$ cat src/rtl/ace_div_pkg.sv
// ace_div_pkg: shared state encoding, default width and counter sizing for the restoring divider
package ace_div_pkg;

    localparam int DEFAULT_WIDTH = 8;

    typedef enum logic [2:0] {
        IDLE  = 3'd0,
        LOAD  = 3'd1,
        SHIFT = 3'd2,
        TEST  = 3'd3,
        CHECK = 3'd4,
        DONE  = 3'd5
    } state_t;

    function automatic int p_width(input int width);
        return $clog2(width + 1);
    endfunction

endpackage

$ cat src/rtl/ace_div_controller.sv
// ace_div_controller: Start/Ready sequencing FSM for the shift/trial-subtract divider
module ace_div_controller
    import ace_div_pkg::*;
(
    input  logic Clock,
    input  logic Reset,
    input  logic Start,
    input  logic Div_Zero,
    input  logic P_Zero,
    output logic Ready,
    output logic Busy,
    output logic Load_Regs,
    output logic Shift_Regs,
    output logic Sub_Regs,
    output logic Decr_P,
    output logic Set_DBZ
);

    state_t state, next_state;

    // state register, synchronous active-low reset back to IDLE
    always_ff @(posedge Clock)
        state <= !Reset ? IDLE : next_state;

    // next-state and control decode; a zero divisor skips straight to DONE
    always_comb begin
        next_state = IDLE;
        Ready      = 1'b0;
        Load_Regs  = 1'b0;
        Shift_Regs = 1'b0;
        Sub_Regs   = 1'b0;
        Decr_P     = 1'b0;
        Set_DBZ    = 1'b0;
        Busy       = state != IDLE;
        case (state)
            IDLE: next_state = Start ? LOAD : IDLE;
            LOAD: begin
                Load_Regs  = 1'b1;
                Set_DBZ    = Div_Zero;
                next_state = Div_Zero ? DONE : SHIFT;
            end
            SHIFT: begin
                Shift_Regs = 1'b1;
                next_state = TEST;
            end
            TEST: begin
                Sub_Regs   = 1'b1;
                Decr_P     = 1'b1;
                next_state = CHECK;
            end
            CHECK: next_state = P_Zero ? DONE : SHIFT;
            DONE: begin
                Ready      = 1'b1;
                next_state = IDLE;
            end
            default: next_state = IDLE;
        endcase
    end

endmodule

$ cat src/rtl/ace_divider.sv
// ace_divider: sequential unsigned restoring divider datapath with Start/Ready handshake
module ace_divider
    import ace_div_pkg::*;
#(
    parameter int WIDTH = DEFAULT_WIDTH
) (
    input  logic             Clock,
    input  logic             Reset,
    input  logic             Start,
    input  logic [WIDTH-1:0] Dividend,
    input  logic [WIDTH-1:0] Divisor,
    output logic             Ready,
    output logic             Busy,
    output logic             Div_By_Zero,
    output logic [WIDTH-1:0] Quotient,
    output logic [WIDTH-1:0] Remainder
);

    localparam int PW = p_width(WIDTH);

    logic [WIDTH:0]   a;
    logic [WIDTH-1:0] q, d;
    logic [PW-1:0]    p;
    logic [WIDTH+1:0] diff;
    logic load_regs, shift_regs, sub_regs, decr_p, set_dbz;

    ace_div_controller u_ctrl (
        .Clock      (Clock),
        .Reset      (Reset),
        .Start      (Start),
        .Div_Zero   (Divisor == '0),
        .P_Zero     (p == '0),
        .Ready      (Ready),
        .Busy       (Busy),
        .Load_Regs  (load_regs),
        .Shift_Regs (shift_regs),
        .Sub_Regs   (sub_regs),
        .Decr_P     (decr_p),
        .Set_DBZ    (set_dbz)
    );

    // one extra bit so the sign of the trial subtraction is explicit
    assign diff = {1'b0, a} - {2'b00, d};

    // Q and A double as the result registers: they only change between LOAD and DONE
    assign Quotient  = q;
    assign Remainder = a[WIDTH-1:0];

    // partial remainder, quotient, divisor and iteration counter
    always_ff @(posedge Clock) begin
        if (!Reset) begin
            a           <= '0;
            q           <= '0;
            d           <= '0;
            p           <= '0;
            Div_By_Zero <= 1'b0;
        end else if (load_regs) begin
            a           <= set_dbz ? {1'b0, Dividend} : '0;
            q           <= set_dbz ? '1 : Dividend;
            d           <= Divisor;
            p           <= PW'(WIDTH);
            Div_By_Zero <= set_dbz;
        end else if (shift_regs) begin
            {a, q} <= {a[WIDTH-1:0], q, 1'b0};
        end else if (sub_regs) begin
            if (!diff[WIDTH+1]) begin
                a    <= diff[WIDTH:0];
                q[0] <= 1'b1;
            end
            if (decr_p)
                p <= p - PW'(1);
        end
    end

endmodule
$ cat config.mk
export PLATFORM = sky130hd
export DESIGN_NAME = ace_divider
export DESIGN_NICKNAME = d
export VERILOG_FILES = /design/src/rtl/ace_div_pkg.sv /design/src/rtl/ace_div_controller.sv /design/src/rtl/ace_divider.sv
export SDC_FILE = /design/constraint.sdc
export NUM_CORES = 1
export LEC_CHECK = 0
export CAP_MARGIN = 20
export CORE_UTILIZATION = 47
export DETAILED_ROUTE_END_ITERATION = 12
export GPL_ROUTABILITY_DRIVEN = 0
export PLACE_DENSITY_LB_ADDON = 0.15
export SLEW_MARGIN = 20
export SYNTH_ARGS = -nofsm -noshare
export SYNTH_HDL_FRONTEND = slang
export SYNTH_SLANG_ARGS = --single-unit
$ cat constraint.sdc
create_clock -name Clock -period 1.9 [get_ports Clock]
set_input_delay 0.19 -clock Clock [delete_from_list [all_inputs] [get_ports Clock]]
set_output_delay 0.19 -clock Clock [all_outputs]
set_load 0.005 [all_outputs]
# ---- Yosys cells after proc, flatten, opt, wreduce, memory -nomap -nowiden
# Cells that the tools add are included.
dict set report classes {
  add_sub_neg 2
  n_eq_ne 7
  mux 23
  n_bitwise 2
  reduce_logical 11
}
# cell n
set op_table {}
lappend op_table {{2-to-1 mux 9 bit} 4}
lappend op_table {{2-to-1 mux 8 bit} 3}
lappend op_table {{one-hot mux 3 bit (5 select lines)} 1}
lappend op_table {{2-to-1 mux 4 bit} 3}
lappend op_table {{subtractor 9 x 8 -> 10 bit} 1}
lappend op_table {{2-to-1 mux 1 bit} 9}
lappend op_table {{logical NOT 8 bit} 1}
lappend op_table {{2-to-1 mux 7 bit} 1}
lappend op_table {{equality test 3 x 2 -> 1 bit, second input constant} 2}
lappend op_table {{equality test 3 bit, second input constant} 2}
lappend op_table {{2-to-1 mux 3 bit} 2}
lappend op_table {{AND reduction 2 bit} 3}
lappend op_table {{nonzero test 3 bit} 2}
lappend op_table {{logical NOT 4 bit} 1}
lappend op_table {{nonzero test 2 bit} 2}
lappend op_table {{subtractor 4 x 1 -> 4 bit, second input constant} 1}
lappend op_table {{equality test 3 x 1 -> 1 bit, second input constant} 1}
lappend op_table {{logical NOT 3 bit} 1}
lappend op_table {{inequality test 3 x 1 -> 1 bit, second input constant} 1}
lappend op_table {{inequality test 2 bit, second input constant} 1}
lappend op_table {{inverter 1 bit} 2}
lappend op_table {{OR reduction 2 bit} 1}
dict set report totals {
  ff_bits 33
  in_bits 19
  out_inout_bits 19
  elab_cells 53
}

# ---- Longest topological paths before layout
# Gate-level depths: netlist of the first run.
dict set report depth {
  depth_word 5
  mapped_depth 8
  ltp_nobuf 8
}

# ---- Modules after synthesis
# A second synthesis of the first run with hierarchy kept.
dict set report unflattened {
  hier_cells 249
  hier_area_um2 2108.3
}
# mod instances cells_per_inst area_each_um2 seq_area_each_um2
set modules_own_cells {}
lappend modules_own_cells {ace_divider 1 226 1896.8 600.6}
lappend modules_own_cells {ace_div_controller 1 23 211.5 60.1}

# ---- Worst setup path before layout of the first run
# Ideal clock, no wire load.
dict set report synth_path {
  path_kind {register to register}
  from {register d[6]}
  to {register q[0] (netlist: Quotient[0])}
  setup_time_ns 0.119
  arrival_time_ns 1.811
  t_required_ns 1.781
  setup_slack_ns -0.030
  stages_incl_launch_ff 8
  n_path_buf 0
  period_less_slack_ns 1.930
  path_cell_list {dfxtp_1 -> inv_1 -> ha_1 -> a21o_1 -> a211oi_1 -> o21a_2 -> nand2_1 -> o221a_2}
}
dict set report synth_between {
  elab_chain_len 3
}
# item line
set synth_rtl {}
lappend synth_rtl {{start, declared} ace_divider.sv:22} ;# logic [WIDTH-1:0] q, d;
lappend synth_rtl {{start signal, assigned} ace_divider.sv:60} ;# d <= Divisor;
lappend synth_rtl {{subtractor 9 x 8 -> 10 bit} ace_divider.sv:43} ;# assign diff = {1'b0, a} - {2'b00, d};
lappend synth_rtl {{inequality test 3 x 1 -> 1 bit (no source line)} -}
lappend synth_rtl {{AND reduction 2 bit (no source line)} -}
lappend synth_rtl {{end signal, assigned} ace_divider.sv:59} ;# q <= set_dbz ? '1 : Dividend;
lappend synth_rtl {{end signal, assigned} ace_divider.sv:64} ;# {a, q} <= {a[WIDTH-1:0], q, 1'b0};
lappend synth_rtl {{end, declared} ace_divider.sv:22}
# Every way passes these cells.
# A chain may end at the register's enable or synchronous reset.

# ---- Worst setup path in the final report of the first run
dict set report layout_path {
  from {register a[0]}
  to {register a[8]}
}
dict set report layout_between {
  elab_chain_len 5
  word_cells_on_any_way 7
  cone_classes {add/sub (1); eq/ne (1); mux (4); reduce/logical (1)}
}
# item line
set layout_rtl {}
lappend layout_rtl {{start, declared} ace_divider.sv:21} ;# logic [WIDTH:0] a;
lappend layout_rtl {{start signal, assigned} ace_divider.sv:58} ;# a <= set_dbz ? {1'b0, Dividend} : '0;
lappend layout_rtl {{start signal, assigned} ace_divider.sv:64}
lappend layout_rtl {{start signal, assigned} ace_divider.sv:67} ;# a <= diff[WIDTH:0];
lappend layout_rtl {{subtractor 9 x 8 -> 10 bit (*)} ace_divider.sv:43}
lappend layout_rtl {{2-to-1 mux 9 bit} ace_divider.sv:66} ;# if (!diff[WIDTH+1]) begin
lappend layout_rtl {{2-to-1 mux 9 bit} ace_divider.sv:65} ;# end else if (sub_regs) begin
lappend layout_rtl {{2-to-1 mux 9 bit} ace_divider.sv:63} ;# end else if (shift_regs) begin
lappend layout_rtl {{2-to-1 mux 9 bit} ace_divider.sv:57} ;# end else if (load_regs) begin
# Mark *: on every way between the ends. The rest lies on a longest branch, timed or not. The select of a mux whose other input is x is not followed.

==> impl_results.html, run 1 <==
<table>
<tr><th>Metric</th><th>Value</th></tr>
<tr><th colspan="2">Layout</th></tr>
<tr><td>Number of antenna cells inserted</td><td>0</td></tr>
<tr><td>Highest-count cells in the layout ignoring fill and taps</td><td>sky130_fd_sc_hd__buf_4, sky130_fd_sc_hd__clkdlybuf4s50_1, sky130_fd_sc_hd__nand2_1</td></tr>
<tr><td>Total number of nets in the final design</td><td>343</td></tr>
<tr><td>Leading cell type in the layout, fill and taps excluded</td><td>sky130_fd_sc_hd__buf_4</td></tr>
<tr><td>Area Growth Syn to Fin</td><td>39.6%</td></tr>
<tr><td>Fraction of layout cells with a size suffix above 1</td><td>26.7%</td></tr>
<tr><th colspan="2">Routing</th></tr>
<tr><td>DRC violation total after the first TritonRoute iteration</td><td>149</td></tr>
<tr><td>Vias post-DR</td><td>2069</td></tr>
<tr><td>Number of vias per cell</td><td>5.67</td></tr>
<tr><td>Overall routed net length</td><td>5660 um</td></tr>
<tr><td>Drt drc</td><td>0</td></tr>
<tr><td>Detailed-routing iteration count for the pre-antenna-repair pass</td><td>4</td></tr>
<tr><td>Average detailed-routed wire length per instance</td><td>15.5 um</td></tr>
<tr><td>Antenna Violating Nets Remaining</td><td>0</td></tr>
<tr><th colspan="2">Placement</th></tr>
<tr><td>Detailed Place HPWL</td><td>4250 um</td></tr>
<tr><td>DP Worst Slack</td><td>-147 ps</td></tr>
<tr><td>IO buf count</td><td>37</td></tr>
<tr><th colspan="2">STA</th></tr>
<tr><td>Final worst-path cycle share</td><td>101%</td></tr>
<tr><td>Setup repair after global routing missed its margin</td><td>true</td></tr>
<tr><td>Min Hold Slack</td><td>453 ps</td></tr>
<tr><td>Final-report setup violation count</td><td>1</td></tr>
<tr><td>Clock skew</td><td>6.16 ps</td></tr>
<tr><td>Measured slew at the worst slew-check pin</td><td>473 ps</td></tr>
<tr><td>Endpoints failing hold</td><td>0</td></tr>
<tr><td>Final Max Slew Viols</td><td>0</td></tr>
<tr><td>Fin worst setup slack</td><td>-24.1 ps</td></tr>
<tr><td>Maximum operating frequency</td><td>0.520 GHz</td></tr>
<tr><td>Minimum clock period</td><td>1920 ps</td></tr>
<tr><td>Slew margin rel.</td><td>68.4%</td></tr>
<tr><th colspan="2">Synthesis</th></tr>
<tr><td>Number of warnings issued by yosys</td><td>0</td></tr>
<tr><td>Share of synthesized cell area in and, or, nand and nor gates</td><td>21.5%</td></tr>
<tr><td>XOR/XNOR Fraction of Synth Area</td><td>0.864%</td></tr>
<tr><td>Largest family of logic cells by synthesized area</td><td>compound AO/OA/AOI/OAI gates</td></tr>
<tr><td>Compound-gate portion of the synthesized area</td><td>29.3%</td></tr>
<tr><td>Average footprint of a synthesized cell</td><td>8.18 sq um</td></tr>
<tr><td>Mapped Cells</td><td>248</td></tr>
<tr><td>Part of the Yosys area used for sequential elements</td><td>32.6%</td></tr>
<tr><td>Unique masters post-synth</td><td>55</td></tr>
<tr><td>Share of flip-flops with an asynchronous set or reset</td><td>0%</td></tr>
<tr><td>Synthesized net count</td><td>277</td></tr>
<tr><td>Cell area after synthesis</td><td>0.00203 sq mm</td></tr>
<tr><td>Arithmetic-cell share of the synthesized area counting full adders, half adders and majority gates</td><td>6.54%</td></tr>
<tr><td>Primary flip-flop cell chosen by synthesis mapping</td><td>sky130_fd_sc_hd__dfxtp_1</td></tr>
<tr><td>Synth Register Bits</td><td>33</td></tr>
<tr><td>Multiplexer area fraction after synthesis</td><td>0.987%</td></tr>
<tr><td>Post-synth EDFFs</td><td>0</td></tr>
<tr><th colspan="2">Clock network</th></tr>
<tr><td>Source-to-sink clock delay at the later pin of the worst-skew pair</td><td>280 ps</td></tr>
<tr><td>Clk sink count</td><td>33</td></tr>
<tr><td>Clock slew at the register clock pins of the worst setup and hold paths</td><td>70 ps</td></tr>
<tr><td>Buffer cell driving the clock tree root</td><td>sky130_fd_sc_hd__clkbuf_8</td></tr>
<tr><td>CTS H-Tree Depth</td><td>2</td></tr>
<tr><td>CTS max path bufs</td><td>2</td></tr>
<tr><td>CTS buffer count</td><td>5</td></tr>
<tr><td>CTS tree</td><td>done</td></tr>
<tr><th colspan="2">Global route</th></tr>
<tr><td>Global-route wire length before repair</td><td>8870 um</td></tr>
<tr><td>Global-route congestion overflow total</td><td>0</td></tr>
<tr><td>Pin count of the biggest net entering global routing</td><td>21</td></tr>
<tr><td>Antenna violations before repair</td><td>0</td></tr>
<tr><td>Number of global-route vias before repair</td><td>1878</td></tr>
<tr><td>Total global routing track utilization</td><td>26.7%</td></tr>
<tr><th colspan="2">Worst setup path</th></tr>
<tr><td>Crit. End Element</td><td>register</td></tr>
<tr><td>Required time of the critical path</td><td>2120 ps</td></tr>
<tr><td>WP data arrival</td><td>2140 ps</td></tr>
<tr><td>Reg2reg setup slack</td><td>-20 ps</td></tr>
<tr><td>Worst setup SP type</td><td>register</td></tr>
<tr><td>Largest fanout on the critical path</td><td>2</td></tr>
<tr><td>Class of the most critical setup path</td><td>reg -&gt; reg</td></tr>
<tr><th colspan="2">Die</th></tr>
<tr><td>Initial Util</td><td>50.0%</td></tr>
<tr><td>Die Height</td><td>67.7 um</td></tr>
<tr><td>Count of standard-cell rows</td><td>23</td></tr>
<tr><td>Die outline area</td><td>0.00458 sq mm</td></tr>
<tr><td>Total core area</td><td>0.00406 sq mm</td></tr>
<tr><td>Die width</td><td>67.7 um</td></tr>
<tr><td>Number of top-level design ports</td><td>38</td></tr>
<tr><th colspan="2">Pwr</th></tr>
<tr><td>Power Dens Cells</td><td>955 mW/mm^2</td></tr>
<tr><td>Reported leakage power</td><td>1.12 nW</td></tr>
<tr><td>VDD IR-drop max</td><td>0.000499 V</td></tr>
<tr><th colspan="2">Status</th></tr>
<tr><td>Result of the run</td><td>finished, violations left</td></tr>
<tr><td>Violations in the final reports</td><td>setup timing</td></tr>
<tr><th colspan="2">Job</th></tr>
<tr><td>Total of max-cap violations</td><td>0</td></tr>
<tr><th colspan="2">Hold path</th></tr>
<tr><td>Classification of the worst-slack hold path</td><td>reg -&gt; reg</td></tr>
</table>
-- Yosys cell counts, types with 3 or more instances --
library cell               count  area [sq um]
sky130_fd_sc_hd__a211oi_1      6          45.0
sky130_fd_sc_hd__buf_4         8          60.1
sky130_fd_sc_hd__nand2_1      34           128
sky130_fd_sc_hd__inv_1        13          48.8
sky130_fd_sc_hd__nor2b_1       5          31.3
sky130_fd_sc_hd__o221ai_1      7          61.3
sky130_fd_sc_hd__buf_2         7          35.0
sky130_fd_sc_hd__a31oi_1       3          18.8
sky130_fd_sc_hd__clkbuf_1      6          22.5
sky130_fd_sc_hd__dfxtp_1      33           661
sky130_fd_sc_hd__nor3_1        5          25.0
sky130_fd_sc_hd__a311oi_1      4          35.0
sky130_fd_sc_hd__or3_1         3          18.8
sky130_fd_sc_hd__o31ai_1       5          37.5
sky130_fd_sc_hd__a21oi_1      31           155
sky130_fd_sc_hd__ha_1          9           113
sky130_fd_sc_hd__nor3b_1       4          30.0
sky130_fd_sc_hd__nor2_1       14          52.6
-- cell families after synthesis --
logic type / Yosys count
xor+xnor: 2
flops: 33
fa+ha+maj: 10
simple gates: 83
compound gates: 84
buf+inv: 34
mux: 2
-- timing repair --
item,CTS,global route
hold buffers,0,0
buffers inserted,0,1
resized for setup,4,19
hold endpoints to repair,0,0
setup endpoints to repair,3,11
pin swaps,2,9
-- sequential cells by signal, summed over array words and instances (netlist names) --
signal and count:
Quotient 8, p 4, d 8, Div_By_Zero 1
u_ctrl.state 3, a 9
-- layer usage --
metal  wire [um]  vias to the layer above  part of all wire [%]  track usage, %
li1            -                     1047                     -               -
met1        2680                      956                    47            35.1
met2        2550                       58                    45            43.4
met3         333                        8                   5.9            4.56
met4          95                        0                   1.7            9.04
met5           0                        -                     0               0
-- metrics by stage --
step           utilization [%]  power [mW]  cell area (sq um)  setup TNS [ps]  std cells
3_3_place_gp              65.8        2.07               2670           -1360        356
3_5_place_dp              65.8        2.08               2670           -1800        356
2_1_floorplan                -        1.61               2030               0        248
6_report                  69.8        2.70               2830           -24.1        365
4_1_cts                   68.2        2.62               2770               0        364
5_1_grt                   69.8        2.89               2830            -139        365
-- power by group --
| part | leakage (nW) | total [mW] | internal [mW] | switching [mW] |
|---|---|---|---|---|
| combinational | 0.804 | 1.35 | 0.710 | 0.639 |
| clock | 0.0450 | 0.513 | 0.254 | 0.260 |
| sequential | 0.272 | 0.840 | 0.777 | 0.0633 |
-- layout make-up --
cell class | instances | area, sq um
tap | 50 | 62.6
inverter | 13 | 48.8
multi-input combinational | 181 | 1270
sequential | 33 | 666
clock buffer | 6 | 72.6
fill | 339 | 1230
timing repair buffer | 80 | 697
clock inverter | 2 | 10.0
-- worst max-delay path: stages (launching register included) --
cell                        delay [ps]
sky130_fd_sc_hd__dfxtp_2           330
sky130_fd_sc_hd__inv_2              80
sky130_fd_sc_hd__ha_4              140
sky130_fd_sc_hd__fa_2              220
sky130_fd_sc_hd__nor2b_2            50
sky130_fd_sc_hd__o31a_1            260
sky130_fd_sc_hd__buf_6             130
sky130_fd_sc_hd__a311oi_2          290
sky130_fd_sc_hd__mux2i_1           240
sky130_fd_sc_hd__o2bb2ai_1         120
-- worst paths after layout --
kind         start  endpoint  cells after the start
max           a[0]      a[8]                      9
min           d[2]      d[2]                      2
max reg2reg   a[0]      a[8]                      9
min reg2reg   d[2]      d[2]                      2
Note: power is estimated with default switching activity, not from simulation.
==> run 2: changes to the inputs <==
--- a/config.mk
+++ b/config.mk
@@ -7,6 +7,7 @@
 export LEC_CHECK = 0
 export CAP_MARGIN = 20
 export CORE_UTILIZATION = 47
+export CTS_CLUSTER_SIZE = 16
 export DETAILED_ROUTE_END_ITERATION = 12
 export GPL_ROUTABILITY_DRIVEN = 0
 export PLACE_DENSITY_LB_ADDON = 0.15
==> results of run 2 <==
No change in the layout: final DEF, timing and power equal those of run 1.
==> run 3: changes to the inputs <==
--- a/config.mk
+++ b/config.mk
@@ -15,3 +15,4 @@
 export SYNTH_ARGS = -nofsm -noshare
 export SYNTH_HDL_FRONTEND = slang
 export SYNTH_SLANG_ARGS = --single-unit
+export TNS_END_PERCENT = 10
==> impl_results.html, run 3 (synthesized netlist as in run 1, its figures left out) <==
<table>
<tr><th>Metric</th><th>Value</th></tr>
<tr><th colspan="2">Pwr</th></tr>
<tr><td>VDD IR-drop max</td><td>0.000492 V (-1.3%)</td></tr>
<tr><td>Reported leakage power</td><td>1.12 nW (about the same)</td></tr>
<tr><td>Internal power contribution</td><td>1.73 mW (-0.66%)</td></tr>
<tr><td>Switching fraction of total power</td><td>35.5% (-0.14 points)</td></tr>
<tr><td>Part of the total power dissipated in sequential elements</td><td>31.3% (+0.2 points)</td></tr>
<tr><td>Power spent charging and discharging nets</td><td>950 uW (-1.3%)</td></tr>
<tr><td>Combinational power share</td><td>49.5% (-0.4 points)</td></tr>
<tr><td>Power Dens Cells</td><td>953 mW/mm^2 (-0.17%)</td></tr>
<tr><td>Clock power frac</td><td>19.1% (about the same)</td></tr>
<tr><th colspan="2">Routing</th></tr>
<tr><td>Drt drc</td><td>0 (unchanged)</td></tr>
<tr><td>Antenna Violating Nets Remaining</td><td>0 (unchanged)</td></tr>
<tr><td>Overall routed net length</td><td>5650 um (-0.27%)</td></tr>
<tr><td>Average detailed-routed wire length per instance</td><td>15.5 um (-0.27%)</td></tr>
<tr><td>Vias post-DR</td><td>2086 (+0.82%)</td></tr>
<tr><td>DRC violation total after the first TritonRoute iteration</td><td>118 (-21%)</td></tr>
<tr><td>Number of vias per cell</td><td>5.72 (+0.82%)</td></tr>
<tr><td>Detailed-routing iteration count for the pre-antenna-repair pass</td><td>4 (unchanged)</td></tr>
<tr><th colspan="2">Global route</th></tr>
<tr><td>Routing usage on met1</td><td>35.1% (unchanged)</td></tr>
<tr><td>Global-route wire length before repair</td><td>8870 um (unchanged)</td></tr>
<tr><td>Pin count of the biggest net entering global routing</td><td>21 (unchanged)</td></tr>
<tr><td>Grt met2 use</td><td>43.4% (unchanged)</td></tr>
<tr><td>Met3 demand-to-capacity share in global routing</td><td>4.56% (unchanged)</td></tr>
<tr><td>Global-route congestion overflow total</td><td>0 (unchanged)</td></tr>
<tr><td>Total global routing track utilization</td><td>26.7% (unchanged)</td></tr>
<tr><td>Antenna violations before repair</td><td>0 (unchanged)</td></tr>
<tr><td>Number of global-route vias before repair</td><td>1878 (unchanged)</td></tr>
<tr><td>Busiest metal layer after global routing</td><td>met2</td></tr>
<tr><th colspan="2">Clock network</th></tr>
<tr><td>Buffer cell driving the clock tree root</td><td>sky130_fd_sc_hd__clkbuf_8</td></tr>
<tr><td>CTS max path bufs</td><td>2 (unchanged)</td></tr>
<tr><td>CTS tree</td><td>done</td></tr>
<tr><td>Source-to-sink clock delay at the later pin of the worst-skew pair</td><td>280 ps (about the same)</td></tr>
<tr><td>Clock slew at the register clock pins of the worst setup and hold paths</td><td>70 ps (about the same)</td></tr>
<tr><td>CTS H-Tree Depth</td><td>2 (unchanged)</td></tr>
<tr><td>Clk sink count</td><td>33 (unchanged)</td></tr>
<tr><td>CTS buffer count</td><td>5 (unchanged)</td></tr>
<tr><td>Number of buffers inserted for hold repair after clock tree synthesis</td><td>0 (unchanged)</td></tr>
<tr><th colspan="2">STA</th></tr>
<tr><td>Final worst-path cycle share</td><td>102% (+0.38 points)</td></tr>
<tr><td>Slew margin rel.</td><td>67.8% (-0.67 points)</td></tr>
<tr><td>Endpoints failing hold</td><td>0 (unchanged)</td></tr>
<tr><td>Clock skew</td><td>5.94 ps (-0.217 ps)</td></tr>
<tr><td>Final-report setup violation count</td><td>1 (unchanged)</td></tr>
<tr><td>Maximum operating frequency</td><td>0.518 GHz (-0.37%)</td></tr>
<tr><td>Aggregate negative setup slack</td><td>-31.2 ps (-7.16 ps)</td></tr>
<tr><td>Fin worst setup slack</td><td>-31.2 ps (-7.16 ps)</td></tr>
<tr><td>Minimum clock period</td><td>1930 ps (+7.16 ps)</td></tr>
<tr><td>Setup repair after global routing missed its margin</td><td>true</td></tr>
<tr><td>Measured slew at the worst slew-check pin</td><td>483 ps (+10.1 ps)</td></tr>
<tr><td>Final Max Slew Viols</td><td>0 (unchanged)</td></tr>
<tr><td>Min Hold Slack</td><td>453 ps (-0.216 ps)</td></tr>
<tr><th colspan="2">Die</th></tr>
<tr><td>Die outline area</td><td>0.00458 sq mm (unchanged)</td></tr>
<tr><td>Total core area</td><td>0.00406 sq mm (unchanged)</td></tr>
<tr><td>Die width</td><td>67.7 um (unchanged)</td></tr>
<tr><td>Die Height</td><td>67.7 um (unchanged)</td></tr>
<tr><td>Count of standard-cell rows</td><td>23 (unchanged)</td></tr>
<tr><td>Initial Util</td><td>50.0% (unchanged)</td></tr>
<tr><td>Number of top-level design ports</td><td>38 (unchanged)</td></tr>
<tr><th colspan="2">Layout</th></tr>
<tr><td>Area Growth Syn to Fin</td><td>38.6%</td></tr>
<tr><td>Leading cell type in the layout, fill and taps excluded</td><td>sky130_fd_sc_hd__buf_4</td></tr>
<tr><td>Fraction of layout cells with a size suffix above 1</td><td>24.8% (-1.9 points)</td></tr>
<tr><td>Highest-count cells in the layout ignoring fill and taps</td><td>sky130_fd_sc_hd__buf_4, sky130_fd_sc_hd__clkdlybuf4s50_1, sky130_fd_sc_hd__nand2_1</td></tr>
<tr><td>Number of antenna cells inserted</td><td>0 (unchanged)</td></tr>
<tr><td>Register with the most flip-flops</td><td>a</td></tr>
<tr><td>Fill cells</td><td>344 (+1.5%)</td></tr>
<tr><td>Total number of nets in the final design</td><td>343 (unchanged)</td></tr>
<tr><td>Largest register FFs</td><td>9 (unchanged)</td></tr>
<tr><th colspan="2">Placement</th></tr>
<tr><td>DP Worst Slack</td><td>-147 ps (unchanged)</td></tr>
<tr><td>IO buf count</td><td>37 (unchanged)</td></tr>
<tr><td>Detailed Place HPWL</td><td>4250 um (unchanged)</td></tr>
<tr><th colspan="2">Worst setup path</th></tr>
<tr><td>Reg2reg setup slack</td><td>-30 ps (about the same)</td></tr>
<tr><td>Worst setup SP type</td><td>register</td></tr>
<tr><td>Largest fanout on the critical path</td><td>2 (unchanged)</td></tr>
<tr><td>WP data arrival</td><td>2150 ps (about the same)</td></tr>
<tr><td>Class of the most critical setup path</td><td>reg -&gt; reg</td></tr>
<tr><td>Crit. End Element</td><td>register</td></tr>
<tr><td>Required time of the critical path</td><td>2120 ps (about the same)</td></tr>
<tr><th colspan="2">Status</th></tr>
<tr><td>Violations in the final reports</td><td>setup timing</td></tr>
<tr><td>Result of the run</td><td>finished, violations left</td></tr>
<tr><th colspan="2">Hold path</th></tr>
<tr><td>Classification of the worst-slack hold path</td><td>reg -&gt; reg</td></tr>
<tr><th colspan="2">Job</th></tr>
<tr><td>Total of max-cap violations</td><td>0 (unchanged)</td></tr>
</table>
run 3: cell count changes in the layout (fill, tap and decap cells not counted):
cell	before	now
sky130_fd_sc_hd__ha_1	6	7
sky130_fd_sc_hd__o31ai_2	1	0
sky130_fd_sc_hd__nand2_1	33	34
sky130_fd_sc_hd__ha_2	2	1
sky130_fd_sc_hd__a21oi_2	3	1
sky130_fd_sc_hd__o31ai_1	4	5
sky130_fd_sc_hd__a21oi_1	28	30
sky130_fd_sc_hd__nand2_2	1	0
sky130_fd_sc_hd__or3b_1	0	1
sky130_fd_sc_hd__o21ai_1	1	0
sky130_fd_sc_hd__o21ai_0	1	2
sky130_fd_sc_hd__or3b_4	1	0
run 3: critical path, stage by stage (launching register included):
cell	delay [ps]
sky130_fd_sc_hd__dfxtp_2	330
sky130_fd_sc_hd__inv_2	80
sky130_fd_sc_hd__ha_4	140
sky130_fd_sc_hd__fa_2	220
sky130_fd_sc_hd__nor2b_2	50
sky130_fd_sc_hd__o31a_1	260
sky130_fd_sc_hd__buf_6	130
sky130_fd_sc_hd__a311oi_2	300
sky130_fd_sc_hd__mux2i_1	240
sky130_fd_sc_hd__o2bb2ai_1	120
run 3: cell type report:
type,instances,area (sq um),area share (%)
clock buffer,6,72.6,2.58
clock inverter,2,10.0,0.356
inverter,13,48.8,1.74
multi-input combinational,181,1250,44.6
sequential,33,666,23.7
tap,50,62.6,2.23
timing repair buffer,80,697,24.8
run 3: worst paths after layout:
kind         start   end  cells past startpoint
min           d[2]  d[2]                      2
max reg2reg   a[0]  a[8]                      9
min reg2reg   d[2]  d[2]                      2
max           a[0]  a[8]                      9
run 3: power groups by stage:
stage	Clock (mW)	Sequential, mW	Combinational, mW
CTS	0.527	0.837	1.26
detailed placement	0	0.851	1.23
floorplan	0	0.850	0.765
global placement	0	0.849	1.22
finish	0.512	0.840	1.33
global route	0.562	0.850	1.45
run 3: metrics by stage:
stage	power (mW)	instance area, sq um	utilization (%)	cells
after CTS	2.62	2770	68.2	364
after global placement	2.07	2670	65.8	356
after detailed placement	2.08	2670	65.8	356
after floorplan	1.61	2030	-	248
after global routing	2.86	2810	69.3	365
final	2.68	2810	69.3	365
run 3: metal layers:
metal  share of wire, %  vias up
li1                   -     1049
met1                 46      957
met2                 44       70
met3                7.9       10
met4                2.0        0
met5                  0        -
run 3: repair_timing:
item | 4_1_cts | 5_1_grt
setup buffers | 0 | 1
pin swaps | 2 | 8
gates resized for setup | 4 | 12
endpoints found under the setup margin | 3 | 11
